## config.mk

```make
export PLATFORM = sky130hd
export DESIGN_NAME = led_mode_sequencer
export DESIGN_NICKNAME = d
export VERILOG_FILES = /design/src/rtl/led_mode_sequencer.sv
export SDC_FILE = /design/constraint.sdc
export NUM_CORES = 1
export LEC_CHECK = 0
export CAP_MARGIN = 20
export CORE_ASPECT_RATIO = 0.5
export CORE_MARGIN = 1
export CORE_UTILIZATION = 45
export DETAILED_ROUTE_END_ITERATION = 16
export GPL_TIMING_DRIVEN = 0
export PLACE_DENSITY = 0.66
export REMOVE_ABC_BUFFERS = 1
export SYNTH_ARGS = -nofsm -noshare
export SYNTH_HDL_FRONTEND = slang
export SYNTH_SLANG_ARGS = --single-unit
```

## constraint.sdc

```tcl
create_clock -name clk -period 1.81 [get_ports clk]
set_clock_uncertainty 0.05 [all_clocks]
set_input_delay 0.543 -clock clk [delete_from_list [all_inputs] [get_ports clk]]
set_output_delay 0.543 -clock clk [all_outputs]
set_load 0.02 [all_outputs]
```

## src/rtl/led_mode_sequencer.sv

```systemverilog
// ----------------------------------------------------------------------------
// led_mode_sequencer
//
// Drives the 8-LED bank from one of four sources. A debounced push-button
// picks the source:
//   PASS   - the LEDs mirror the switches
//   COUNT  - an 8-bit counter that advances once per prescaler tick
//   SHIFT  - a single lit bit that rotates once per tick; SW[0] picks the
//            direction
//   FREEZE - a copy of the switches taken at the moment FREEZE was entered
//
// Ports
//   clk    in   1  system clock; all logic runs on the rising edge
//   reset  in   1  synchronous, active-high; overrides all other activity
//   SW     in   8  switch inputs
//   BTN    in   1  raw mode-advance button; asynchronous and may bounce
//   LED    out  8  registered LED drive
//   MODE   out  2  current mode: 0=PASS 1=COUNT 2=SHIFT 3=FREEZE
//
// Mode FSM states
//   state       | meaning
//   ------------+--------------------------------------------------
//   MODE_PASS   | LED follows SW
//   MODE_COUNT  | LED shows the counter, which increments on each tick
//   MODE_SHIFT  | LED shows the rotating bit, which moves on each tick
//   MODE_FREEZE | LED shows the SW snapshot taken when this mode was entered
// ----------------------------------------------------------------------------
module led_mode_sequencer #(
    parameter int DEBOUNCE = 4,
    parameter int TICK_DIV = 50000000
) (
    input  logic       clk,
    input  logic       reset,
    input  logic [7:0] SW,
    input  logic       BTN,
    output logic [7:0] LED,
    output logic [1:0] MODE
);

    // The debounce counter only ever holds 0..DEBOUNCE-1, because reaching
    // DEBOUNCE is detected one step early and the counter clears instead.
    localparam int DB_W = (DEBOUNCE < 2) ? 1 : $clog2(DEBOUNCE);
    localparam int PS_W = $clog2(TICK_DIV);

    localparam logic [DB_W-1:0] DB_LAST = DB_W'(DEBOUNCE - 1);
    localparam logic [PS_W-1:0] PS_LAST = PS_W'(TICK_DIV - 1);

    typedef enum logic [1:0] {
        MODE_PASS   = 2'd0,
        MODE_COUNT  = 2'd1,
        MODE_SHIFT  = 2'd2,
        MODE_FREEZE = 2'd3
    } mode_e;

    logic            sync1_q,       sync1_d;
    logic            sync2_q,       sync2_d;
    logic [DB_W-1:0] db_cnt_q,      db_cnt_d;
    logic            stable_q,      stable_d;
    logic            stable_prev_q, stable_prev_d;
    logic [PS_W-1:0] ps_q,          ps_d;
    mode_e           mode_q,        mode_d;
    logic [7:0]      count_q,       count_d;
    logic [7:0]      shift_q,       shift_d;
    logic [7:0]      freeze_q,      freeze_d;
    logic [7:0]      led_q,         led_d;

    logic press;
    logic tick;

    // ------------------------------------------------------------------------
    // Button synchroniser and debouncer
    // ------------------------------------------------------------------------
    always_comb begin
        sync1_d       = BTN;
        sync2_d       = sync1_q;
        stable_prev_d = stable_q;
        stable_d      = stable_q;
        db_cnt_d      = db_cnt_q;

        if (sync2_q == stable_q) begin
            // Input agrees with the accepted level; any partial run is discarded.
            db_cnt_d = '0;
        end else if (db_cnt_q == DB_LAST) begin
            // This edge would bring the count to DEBOUNCE: accept the new level.
            stable_d = sync2_q;
            db_cnt_d = '0;
        end else begin
            db_cnt_d = db_cnt_q + DB_W'(1);
        end
    end

    // Only a rising edge of the debounced level is an event; release is silent.
    assign press = stable_q & ~stable_prev_q;

    // ------------------------------------------------------------------------
    // Prescaler: free-running, independent of mode
    // ------------------------------------------------------------------------
    assign tick = (ps_q == PS_LAST);

    always_comb begin
        ps_d = tick ? '0 : ps_q + PS_W'(1);
    end

    // ------------------------------------------------------------------------
    // Mode FSM and per-mode sources
    // ------------------------------------------------------------------------
    always_comb begin
        mode_d   = mode_q;
        count_d  = count_q;
        shift_d  = shift_q;
        freeze_d = freeze_q;

        if (press) begin
            // A press takes priority; a tick arriving on the same edge is dropped.
            unique case (mode_q)
                MODE_PASS: begin
                    mode_d  = MODE_COUNT;
                    count_d = 8'h00;
                end
                MODE_COUNT: begin
                    mode_d  = MODE_SHIFT;
                    shift_d = 8'h01;
                end
                MODE_SHIFT: begin
                    mode_d   = MODE_FREEZE;
                    freeze_d = SW;
                end
                MODE_FREEZE: begin
                    mode_d = MODE_PASS;
                end
                default: begin
                    mode_d = MODE_PASS;
                end
            endcase
        end else if (tick) begin
            unique case (mode_q)
                MODE_COUNT: begin
                    count_d = count_q + 8'd1;
                end
                MODE_SHIFT: begin
                    if (SW[0]) begin
                        shift_d = {shift_q[0], shift_q[7:1]};
                    end else begin
                        shift_d = {shift_q[6:0], shift_q[7]};
                    end
                end
                default: begin
                end
            endcase
        end
    end

    // The LED source follows the registered mode, so on a mode change the new
    // source's initial value appears one edge after MODE updates.
    always_comb begin
        led_d = 8'h00;
        unique case (mode_q)
            MODE_PASS:   led_d = SW;
            MODE_COUNT:  led_d = count_q;
            MODE_SHIFT:  led_d = shift_q;
            MODE_FREEZE: led_d = freeze_q;
            default:     led_d = SW;
        endcase
    end

    // ------------------------------------------------------------------------
    // State registers
    // ------------------------------------------------------------------------
    always_ff @(posedge clk) begin
        if (reset) begin
            sync1_q       <= 1'b0;
            sync2_q       <= 1'b0;
            db_cnt_q      <= '0;
            stable_q      <= 1'b0;
            stable_prev_q <= 1'b0;
            ps_q          <= '0;
            mode_q        <= MODE_PASS;
            count_q       <= 8'h00;
            shift_q       <= 8'h01;
            freeze_q      <= 8'h00;
            led_q         <= 8'h00;
        end else begin
            sync1_q       <= sync1_d;
            sync2_q       <= sync2_d;
            db_cnt_q      <= db_cnt_d;
            stable_q      <= stable_d;
            stable_prev_q <= stable_prev_d;
            ps_q          <= ps_d;
            mode_q        <= mode_d;
            count_q       <= count_d;
            shift_q       <= shift_d;
            freeze_q      <= freeze_d;
            led_q         <= led_d;
        end
    end

    assign LED  = led_q;
    assign MODE = mode_q;

endmodule

```

; ---- After elaboration in Yosys (flattened, before gate mapping)
; Index checks and enable logic that the tools add are counted.
[totals]
register_bits = 66
in_bits = 11
wordCells = 46
[op_classes]
n_addsub = 3
eq_ne = 8
n_mux = 11
bitwise = 3
n_reduce_logical = 10
[ops]
columns = cell, count
row1 = $mux 8, 9
row2 = $pmux 8 s4, 1
row3 = $add 26x1->26 const B, 1
row4 = $eq 26x26->1 const B, 1
row5 = $add 8x1->8 const B, 1
row6 = $pmux 2 s4, 1
row7 = $eq 2x2->1 const B, 3
row8 = $reduce_and 3->1, 2
row9 = $reduce_bool 2->1, 3
row10 = $ne 2x1->1 const B, 2
row11 = $reduce_and 2->1, 2
row12 = $reduce_or 3->1, 1
row13 = $add 2x1->2 const B, 1
row14 = $eq 2x1->1 const B, 1
row15 = $logic_not 2->1, 1
row16 = $not 1->1, 2
row17 = $reduce_or 2->1, 1
row18 = $and 1x1->1, 1
row19 = $eq 1x1->1, 1

; ---- Logic depth before layout (Yosys ltp)
[logic_depth]
ltp_word = 4
ltp_mapped = 8
mapped_depth_nobuf = 7

; ---- Worst setup path after synthesis
; Ideal clock, no wire load.
[synth_path]
path_kind = register to register
startpoint = reg ps_q[18]
endpoint = reg shift_q[1]
setup_time_ns = 0.116
arrival_ns = 1.756
t_required_ns = 1.644
path_slack_ns = -0.112
path_stages_with_launch = 6
cell_sequence = dfxtp_1 > or4_4 > nor4_4 > nand4_4 > buf_6 > a31o_2
[synth_via]
elab_chain_cells = 3
[synth_lines]
columns = element, line_no
row1 = "start, declared", 60  ; logic [PS_W-1:0] ps_q, ps_d;
row2 = "start signal, assigned", 188  ; ps_q <= ps_d;
row3 = $eq 26x26->1, 98  ; assign tick = (ps_q == PS_LAST);
row4 = $reduce_bool 2->1 (no source line), n/a
row5 = $reduce_and 3->1 (no source line), n/a
row6 = "end signal, assigned", 191  ; shift_q <= shift_d;
row7 = "end, declared", 63  ; logic [7:0] shift_q, shift_d;
; Every way passes these cells.
; A chain may end at the register's enable or synchronous reset.

; ---- Worst setup path after layout
[layout_path]
startpoint = reg ps_q[11]
endpoint = reg shift_q[0]
; Same word-level chain as after synthesis.

==> metrics.md <==
| Metric | Value |
|---|---|
| Cell at the slowest stage of the critical path | `or4_4` |
| WP buf/inv | `0` |
| Pwr Density | `around 840 mW/mm^2` |
| Yosys reg bits | `66` |
| Hold depth | `1` |
| RSZ-0062 raised after global routing | `yes` |
| Most frequent cells after synthesis | `dfxtp_1 (66), nor2_1 (49), nand2_1 (26)` |
| Post-DP HPWL | `4252 um` |
| CTS tree | `yes` |
| Failing checks | `negative setup slack` |
| Worst EP required | `between 1500 and 2000 ps` |
| Syn avg cell area | `slightly below 9 um^2` |
| CP Capture Type | `flip-flop` |
| Period Utilization, post-route | `1.103` |
| Routability Congestion | `0.8007` |
| Die area | `~0.0071 mm^2` |
| Hold Crit Start | `db_cnt_q[0]` |
| Clock buffer depth | `2` |
| Pre-Repair DR Iteration Count | `6` |
| Largest net degree at the start of global routing | `26` |
| Slew Viols, Final | `0` |
| Core Area | `0.006306 mm^2` |
| Clock transition at the registers of the reported paths | `roughly 50 ps` |
| I/O pins | `21` |
| Synth Area in Compound Gates | `0.1140` |
| Critical path class | `reg -> reg` |
| Final instance area | `~0.0039 mm^2` |
| CTS root buffer | `clkbuf_16` |
| Minimum clock period | `1997 ps` |
| Hold-fix buffers, CTS | `0` |
| Hold Vio Cnt, Final | `0` |
| Wirelength per Cell | `between 15 and 20 um` |
| Hold Path Class | `reg -> reg` |
| Status | `finished, violations left` |
| Die W | `~120 um` |
| Final setup violation count | `24` |
| CP Launch Type | `flip-flop` |
| Worst VDD drop | `0.0005081 V` |
| Largest family of logic cells by synthesized area | `simple AND/OR/NAND/NOR gates` |
| YS warnings | `0` |
| Area Growth Syn to Fin | `29.16%` |
| Post-synthesis mux area share | `0.03281` |
| Final core utilization | `0.6248` |
| Antenna diodes | `0` |
| Layout cells sized above 1 | `0.1897` |
| Max FO, Critical Path | `5` |
| Remaining antenna violation count | `0` |
| Post-synthesis simple-gate area fraction | `0.2789` |
| CTS Sinks | `66` |
| H-tree lvl count | `3` |
| First DRT Iteration DRCs | `298` |
| Number of enable flip-flop cells after synthesis | `0` |
| Via Count | `roughly 2600` |
| F_max | `roughly 500 MHz` |
| Top-count cell post-synth | `dfxtp_1` |
| Height of the chip | `between 60 and 70 um` |
| First-pass GRT wire length | `roughly 11000 um` |
| Max Cap Violations | `0` |
| Synth Instances | `about 340` |
| CP cell instances | `or4_4, nor4_4, nand4_4, a2111oi_4, a31oi_1` |
| Seq/Total Area, Yosys | `0.4331` |
| Critical path arrival | `between 2000 and 2500 ps` |
| Post-Synth XOR/XNOR Area | `0.07178` |
| Synth area leader | `dfxtp_1` |
| Reg2reg end | `shift_q[0]` |
| Worst Hold End | `db_cnt_q[0]` |
| Via count of the first global-routing pass | `around 2400` |
| Worst-Skew Late Latency | `320 ps` |
| Critical path's top delay family | `simple AND/OR/NAND/NOR gates` |
| DRC Markers | `0` |
| Fin cells | `between 400 and 500` |
| Post-synth ARST share | `0` |
| Slew HR | `0.5117` |
| Post-Synth Adder-Cell Area | `0.03281` |
| Post-synth cell types | `46` |
| Leak | `1.487 nW` |
| Placed Area | `about 0.0033 mm^2` |
| Starting density of the core | `0.4837` |
| FF-to-FF path depth | `5` |
| Remaining global-route overflow | `0` |
| CP max stage delay | `540 ps` |
| Critical Path Stages | `5` |
| Number of port buffers | `20` |
| Nets@finish | `between 300 and 400` |
| WL final | `approximately 6900 um` |
| Placed Cells | `432` |
| Setup slack, reg-to-reg | `-190 ps` |
| Vias per std cell | `5.635` |
| Post-synth top area share | `0.4331` |
| Initial antenna violation count | `0` |
| Final setup margin | `-186.7 ps` |
| Global Route Usage Sum | `0.2088` |
| Fillers | `between 500 and 600` |
| Top_reg_cell synth | `dfxtp_1` |
| RR Startpoint | `ps_q[11]` |
| Num CTS Buffers | `9` |
| Slew @ Worst Pin | `732.5 ps` |
| Mapped cell area | `approximately 0.0031 mm^2` |
| Area contributors post-synth | `dfxtp_1 (43%), nor2_1 (6.0%), xor2_1 (4.3%)` |
| Rows | `20` |
[cell families after synthesis]
| kind of cell | after synthesis |
|---|---|
| buffers and inverters | 25 |
| AND/OR/NAND/NOR | 157 |
| AO/OA/AOI/OAI | 50 |
| flip-flops | 66 |
| multiplexers | 10 |
| XOR/XNOR | 25 |
| adder cells (fa/ha/maj) | 8 |
[layout by cell type, fill, tap and decap left out, drive strengths merged, types with 11 or more instances in the layout]
cell    instances
nand4          11
nor2           49
nor3           17
a21oi          23
xor2           15
nand3          21
nand2          26
dfxtp          66
clkbuf         11
[report_power, final]
part           total, mW  switching, mW  internal, mW  leakage (nW)
Clock               1.69          0.569          1.12         0.147
Combinational      0.142         0.0785        0.0630         0.800
Sequential          1.48         0.0148          1.47         0.540
Total               3.31          0.662          2.65          1.49
[sequential cells by signal (all words and copies together) (netlist names)]
| signal | cells |
|---|---|
| ps_q | 26 |
| LED | 8 |
| count_q | 8 |
| freeze_q | 8 |
| shift_q | 8 |
| MODE | 2 |
| db_cnt_q | 2 |
| stable_prev_d | 1 |
| stable_prev_q | 1 |
| sync1_q | 1 |
| sync2_q | 1 |
[routing by layer]
layer	GRT usage	wire, um
met5	0	0
met4	0.1103	116
met3	0.05821	422
met2	0.3622	3236
met1	0.2434	3167
[what timing repair did]
item | CTS | global route
setup endpoints to repair | 63 | 62
gates resized for setup | 42 | 24
cloned | 1 | 2
pin swaps | 15 | 15
setup buffers | 8 | 1
[worst max path at each step]
stage / startpoint / end / slack, ps
floorplan: ps_q[18] / shift_q[0] / -200
global placement: reset / ps_q[17] / -1370
detailed placement: reset / ps_q[10] / -780
CTS: ps_q[7] / shift_q[0] / -160
global route: ps_q[11] / shift_q[0] / -270
finish: ps_q[11] / shift_q[0] / -190
[worst register-to-register path, stage by stage, from the launching register on]
cell	delay, ps
dfxtp_4	360
or4_4	540
nor4_4	320
nand4_4	200
a2111oi_4	320
a31oi_1	70
[layout make-up]
class,count,area (um^2),share of cell area
tap,88,110.1,0.02795
multi-input combinational,253,1871,0.4748
sequential,66,1340,0.3401
inverter,7,26.28,0.006669
timing repair buffer,29,300.3,0.07621
clock buffer,11,252.7,0.06415
clock inverter,3,40.04,0.01016
[through the flow]
step	TNS (ps)	total power [mW]	hold slack, ps	setup WS [ps]
6_report	-1968	3.313	372.2	-186.7
3_3_place_gp	-64810	1.638	354.7	-1371
3_5_place_dp	-30560	1.645	358.6	-784.3
5_1_grt	-4823	3.426	406.8	-265.5
4_1_cts	-1414	3.329	371.4	-158.1
2_1_floorplan	-4603	1.570	347.4	-195.4
Power figures use the tool's default switching activity.
